==> src/rtl/switch_debouncer.sv <==
// switch_debouncer
//   Conditions a raw mechanical switch input: synchronises it into the Clock
//   domain, rejects contact bounce with a stability counter, and produces a
//   registered debounced level together with one-cycle rise/fall strobes.
//   A small checker module at the end of this file carries the run-time
//   invariants of the qualifier and is instantiated by the top.

module switch_debouncer #(
   parameter int SYNC_STAGES   = 2,
   parameter int STABLE_CYCLES = 500000,
   parameter int CNT_WIDTH     = 20
) (
   input  logic Clock,
   input  logic Reset,
   input  logic Raw,
   output logic Level,
   output logic Rise,
   output logic Fall,
   output logic Busy
);

   // Qualifier states: two settled levels and two "candidate change" states.
   typedef enum logic [1:0] {
      IDLE_LOW  = 2'b00,
      WAIT_HIGH = 2'b01,
      IDLE_HIGH = 2'b10,
      WAIT_LOW  = 2'b11
   } state_t;

   // Terminal count: the cycle on which a candidate level is accepted.
   localparam logic [CNT_WIDTH-1:0] COUNT_LAST = CNT_WIDTH'(STABLE_CYCLES - 1);
   localparam logic [CNT_WIDTH-1:0] COUNT_ZERO = CNT_WIDTH'(0);
   localparam logic [CNT_WIDTH-1:0] COUNT_ONE  = CNT_WIDTH'(1);

   logic [SYNC_STAGES-1:0] sync_r;
   logic                   sync_s;

   state_t                 state_r;
   state_t                 state_s;
   logic [CNT_WIDTH-1:0]   count_r;
   logic [CNT_WIDTH-1:0]   count_s;
   logic                   level_r;
   logic                   level_s;
   logic                   rise_r;
   logic                   rise_s;
   logic                   fall_r;
   logic                   fall_s;

   // True while a candidate level change is being qualified.
   function automatic logic is_wait(input state_t st);
      logic w;
      case (st)
         WAIT_HIGH: w = 1'b1;
         WAIT_LOW:  w = 1'b1;
         default:   w = 1'b0;
      endcase
      return w;
   endfunction

   // Saturation-safe increment: the counter stops at the terminal count.
   function automatic logic [CNT_WIDTH-1:0] count_inc(input logic [CNT_WIDTH-1:0] c);
      logic [CNT_WIDTH-1:0] n;
      if (c == COUNT_LAST) begin
         n = c;
      end else begin
         n = c + COUNT_ONE;
      end
      return n;
   endfunction

   // Synchroniser chain: Raw enters at bit 0, the oldest sample is Sync.
   always_ff @(posedge Clock or posedge Reset) begin
      if (Reset) begin
         sync_r <= {SYNC_STAGES{1'b0}};
      end else begin
         sync_r <= {sync_r[SYNC_STAGES-2:0], Raw};
      end
   end

   assign sync_s = sync_r[SYNC_STAGES-1];

   // Next-state, counter and output decode for the bounce qualifier.
   always_comb begin
      state_s = state_r;
      count_s = count_r;
      level_s = level_r;
      rise_s  = 1'b0;
      fall_s  = 1'b0;
      case (state_r)
         IDLE_LOW: begin
            if (sync_s) begin
               state_s = WAIT_HIGH;
               count_s = COUNT_ZERO;
            end else begin
               state_s = IDLE_LOW;
            end
         end
         WAIT_HIGH: begin
            if (!sync_s) begin
               // Bounce: the input fell back before qualifying.
               state_s = IDLE_LOW;
               count_s = COUNT_ZERO;
            end else if (count_r == COUNT_LAST) begin
               state_s = IDLE_HIGH;
               count_s = COUNT_ZERO;
               level_s = 1'b1;
               rise_s  = 1'b1;
            end else begin
               count_s = count_inc(count_r);
            end
         end
         IDLE_HIGH: begin
            if (!sync_s) begin
               state_s = WAIT_LOW;
               count_s = COUNT_ZERO;
            end else begin
               state_s = IDLE_HIGH;
            end
         end
         WAIT_LOW: begin
            if (sync_s) begin
               // Bounce: the input rose back before qualifying.
               state_s = IDLE_HIGH;
               count_s = COUNT_ZERO;
            end else if (count_r == COUNT_LAST) begin
               state_s = IDLE_LOW;
               count_s = COUNT_ZERO;
               level_s = 1'b0;
               fall_s  = 1'b1;
            end else begin
               count_s = count_inc(count_r);
            end
         end
         default: begin
            state_s = IDLE_LOW;
            count_s = COUNT_ZERO;
            level_s = 1'b0;
         end
      endcase
   end

   // State, counter and output registers.
   always_ff @(posedge Clock or posedge Reset) begin
      if (Reset) begin
         state_r <= IDLE_LOW;
         count_r <= COUNT_ZERO;
         level_r <= 1'b0;
         rise_r  <= 1'b0;
         fall_r  <= 1'b0;
      end else begin
         state_r <= state_s;
         count_r <= count_s;
         level_r <= level_s;
         rise_r  <= rise_s;
         fall_r  <= fall_s;
      end
   end

   assign Level = level_r;
   assign Rise  = rise_r;
   assign Fall  = fall_r;
   assign Busy  = is_wait(state_r);

   switch_debouncer_checker #(
      .CNT_WIDTH (CNT_WIDTH),
      .COUNT_LAST(COUNT_LAST)
   ) u_checker (
      .Clock(Clock),
      .Reset(Reset),
      .level(level_r),
      .rise (rise_r),
      .fall (fall_r),
      .count(count_r)
   );

endmodule

// switch_debouncer_checker
//   Run-time invariants of the debouncer: strobes are exclusive and agree with
//   the level they announce, and the stability counter stays in range.
module switch_debouncer_checker #(
   parameter int                   CNT_WIDTH  = 20,
   parameter logic [CNT_WIDTH-1:0] COUNT_LAST = '1
) (
   input logic                 Clock,
   input logic                 Reset,
   input logic                 level,
   input logic                 rise,
   input logic                 fall,
   input logic [CNT_WIDTH-1:0] count
);

   a_pulse_exclusive : assert property (@(posedge Clock) disable iff (Reset)
      !(rise && fall));

   a_rise_level : assert property (@(posedge Clock) disable iff (Reset)
      rise |-> level);

   a_fall_level : assert property (@(posedge Clock) disable iff (Reset)
      fall |-> !level);

   a_count_range : assert property (@(posedge Clock) disable iff (Reset)
      count <= COUNT_LAST);

endmodule

==> config.mk <==
export PLATFORM = sky130hd
export DESIGN_NAME = switch_debouncer
export DESIGN_NICKNAME = d
export VERILOG_FILES = /design/src/rtl/switch_debouncer.sv
export SDC_FILE = /design/constraint.sdc
export NUM_CORES = 1
export LEC_CHECK = 0
export BUFFER_PORTS_ARGS = -buffer_cell sky130_fd_sc_hd__buf_2
export CAP_MARGIN = 20
export CORE_ASPECT_RATIO = 1.75
export CORE_MARGIN = 1
export CORE_UTILIZATION = 55
export CTS_BUF_LIST = sky130_fd_sc_hd__clkbuf_8
export DETAILED_ROUTE_END_ITERATION = 12
export PLACE_DENSITY = 0.72
export SKIP_LAST_GASP = 1
export SLEW_MARGIN = 40
export SYNTH_ARGS = -nofsm -noshare
export SYNTH_HDL_FRONTEND = slang
export SYNTH_SLANG_ARGS = --single-unit
==> constraint.sdc <==
create_clock -name Clock -period 2.1 [get_ports Clock]
set_input_delay 0.315 -clock Clock [delete_from_list [all_inputs] [get_ports Clock]]
set_output_delay 0.315 -clock Clock [all_outputs]
set_load 0.005 [all_outputs]
==> key figures <==
Run status
  • Status: finished, final reports clean

Global routing
  • Vias in the first global route: 1,241
  • First-pass GRT wire length: 5561 um
  • Largest net degree at the start of global routing: 28
  • GRT Total Usage: 27.58%
  • Initial antenna violation count: 0
  • Overflow after GRT: 0

Clock tree
  • Root Driver: clkbuf_8
  • Cts repair resizes: 0
  • Clock transition at path regs: 0.09 ns
  • Cts hold-fix bufs: 0
  • Setup bufs post-CTS: 0
  • Clock Path Buffers: 2
  • CTS tree: done
  • Worst skew pair latency: 0.27 ns
  • CTS sink cnt: 27
  • CTS buffer count: 3
  • H-tree depth: 1

Detailed routing
  • Initial DRC count: 35
  • DR vias: 1,221
  • 1st-pass router iterations: 4
  • Vias per inst: 6.600
  • DRT antenna net count: 0
  • Final WL: 3290 um
  • Wire per inst: 17.78 um
  • Remaining DRCs: 0

Worst setup path
  • Kind of critical path: flip-flop to flip-flop
  • R2R Setup Slk: 0.18 ns
  • Worst Path Required: 2.24 ns
  • Worst-path fanout max: 14
  • Startpoint Class: flip-flop
  • CP endpoint kind: flip-flop
  • R2R depth: 5
  • Arrival @ worst endpoint: 2.06 ns

Placed design
  • Port Buffer Count: 6
  • Detailed Place HPWL: 2344 um
  • Post-Place Cell Area: 1525 um^2
  • Final GP Congestion: 0.8945

Die
  • Die area: 2845 um^2
  • Core Area: 2492 um^2
  • Die width: 40.75 um
  • Die Ht: 69.81 um
  • Top-Level Pins: 7
  • Initial Util: 57.98%
  • Row Count: 24

Cells and area
  • Share of layout cells above drive strength 1: 13.84%
  • Design area: 1570 um^2
  • Area grow syn2layout: 8.658%
  • Fillcell total: 215
  • Net total in the final layout: 164
  • ANT cells: 0

Synthesis
  • Yosys reg bits: 27
  • Seq/Total Area, Yosys: 46.75%
  • Top FF cell, synth: dfrtp_1
  • Gate Count Post-Synth: 149
  • Syn Nets: 153
  • Yosys Warn Count: 0
  • Post-synthesis area per instance: 9.699 um^2
  • Mapped Area: 1445 um^2
  • Number of synthesized flops with an enable pin: 0
  • Cell variety after synth: 42
  • Share of flip-flops with an asynchronous set or reset: 100.0%

STA
  • Tcrit/Tclk final: 91.44%
  • Tightest Pin Transition: 0.6056 ns
  • Final Hold Viols: 0
  • Max-Slew Margin vs Limit: 59.45%
  • Final setup violation count: 0
  • Final Max Slew Viols: 0
  • Max Clk Rate: 0.5207 GHz
  • Tmin final: 1.920 ns
  • Hold WS: 0.09892 ns
  • RSZ-0062 raised after global routing: false
  • Setup_tns: 0 ns
  • Worst Skew: 0.003443 ns

Job
  • Maximum Capacitance Violations: 0

Pwr
  • Pwr per Cell Area: 553.2 nW/um^2
  • Final Power: 0.8686 mW
  • Leak: 0.6832 nW
  • Peak supply drop: 498.0 uV

Hold path
  • Min-delay worst type: input pin to asynchronous set/reset pin
[critical path: stages, from the launching register on]
cell and delay [ns]:
dfrtp_1 0.48, or3_1 0.46, nor3_1 0.35, a21o_1 0.18, buf_4 0.20, a22oi_1 0.12
[routing by layer]
metal	vias to the layer above	global-route usage [%]	routed length, um
met5	-	0	0
met2	39	43.21	1705
met3	10	4.487	131
met4	0	14.81	112
met1	586	33.76	1341
li1	586	-	-
[Yosys cell counts, drive strengths merged (2+ instances only)]
cell / n / area share (%)
dfrtp: 27 / 47
o21ai: 17 / 5.9
inv: 10 / 2.6
nand2: 9 / 2.3
nand4: 9 / 4.8
a22oi: 7 / 4.0
nand3: 7 / 2.4
or3: 6 / 2.6
or4: 5 / 2.6
xor2: 5 / 3.0
a21oi: 4 / 1.4
clkbuf: 4 / 1.0
nor3: 4 / 1.4
and2: 3 / 1.3
o31ai: 3 / 1.6
a21o: 2 / 1.0
and3: 2 / 0.87
and4: 2 / 1.2
buf: 2 / 0.87
nor2: 2 / 0.52
o211ai: 2 / 1.0
[final timing paths]
check / start / to
setup / recovery: count_r[5] / count_r[15]
min in group Clock: Raw / sync_r[0]
max in group asynchronous: Reset / count_r[2]
setup reg to reg: count_r[5] / count_r[15]
hold reg to reg: sync_r[0] / sync_r[1]
hold / removal: Reset / count_r[13]
[cell usage in the layout, fill, tap and decap left out, types with 2 or more instances in the layout]
cell type   n
nand4_2     2
nor2_1      2
and4_1      2
buf_4       6
o21ai_0    16
xor2_1      5
buf_2       6
a21oi_1     4
nand3_1     7
inv_1      11
a21o_1      2
or3_1       6
nand2_1     9
nor3_1      4
o211ai_1    2
dfrtp_1    27
o31ai_1     3
a22oi_1     6
clkbuf_8    3
nand4_1     7
and3_1      2
and2_1      3
or4_1       5
[cell families after synthesis]
group / share of synthesized area [%]
buffers and inverters: 4.502
and+or+nand+nor: 23.55
muxes: 0.6927
DFF: 46.75
adders and majority gates: 0.8657
AOI/OAI and AO/OA: 20.00
xor gates and xnor gates: 3.636
[registers in the layout, summed over array words and instances (netlist names), named ones only]
| register | count |
|---|---|
| Level | 1 |
| sync_r | 2 |
| Fall | 1 |
| count_r | 20 |
| Rise | 1 |
| state_r | 1 |
[area by class of cell]
| cell class | instances | area, um^2 | area share (%) |
|---|---|---|---|
| multi-input combinational | 106 | 704.4 | 44.86 |
| sequential | 27 | 675.6 | 43.03 |
| tap | 26 | 32.53 | 2.072 |
| clock inverter | 1 | 3.754 | 0.2390 |
| clock buffer | 3 | 41.29 | 2.629 |
| timing repair buffer | 12 | 75.07 | 4.781 |
| inverter | 10 | 37.54 | 2.390 |
[stage by stage]
step                worst slack (ns)  instances  utilization (%)
global route                 0.05409        185            63.00
detailed placement            0.2172        181            61.19
finish                        0.1797        185            63.00
CTS                           0.1836        185            63.00
global placement              0.2604        181            61.19
floorplan                     0.4304        149                -
[power breakdown]
group	switching, mW	total, mW	internal, mW
Clock	0.153	0.284	0.131
Combinational	0.0376	0.0532	0.0157
Sequential	0.00546	0.531	0.526
Total	0.196	0.869	0.672
No activity file was read; power rests on OpenSTA's default activity.
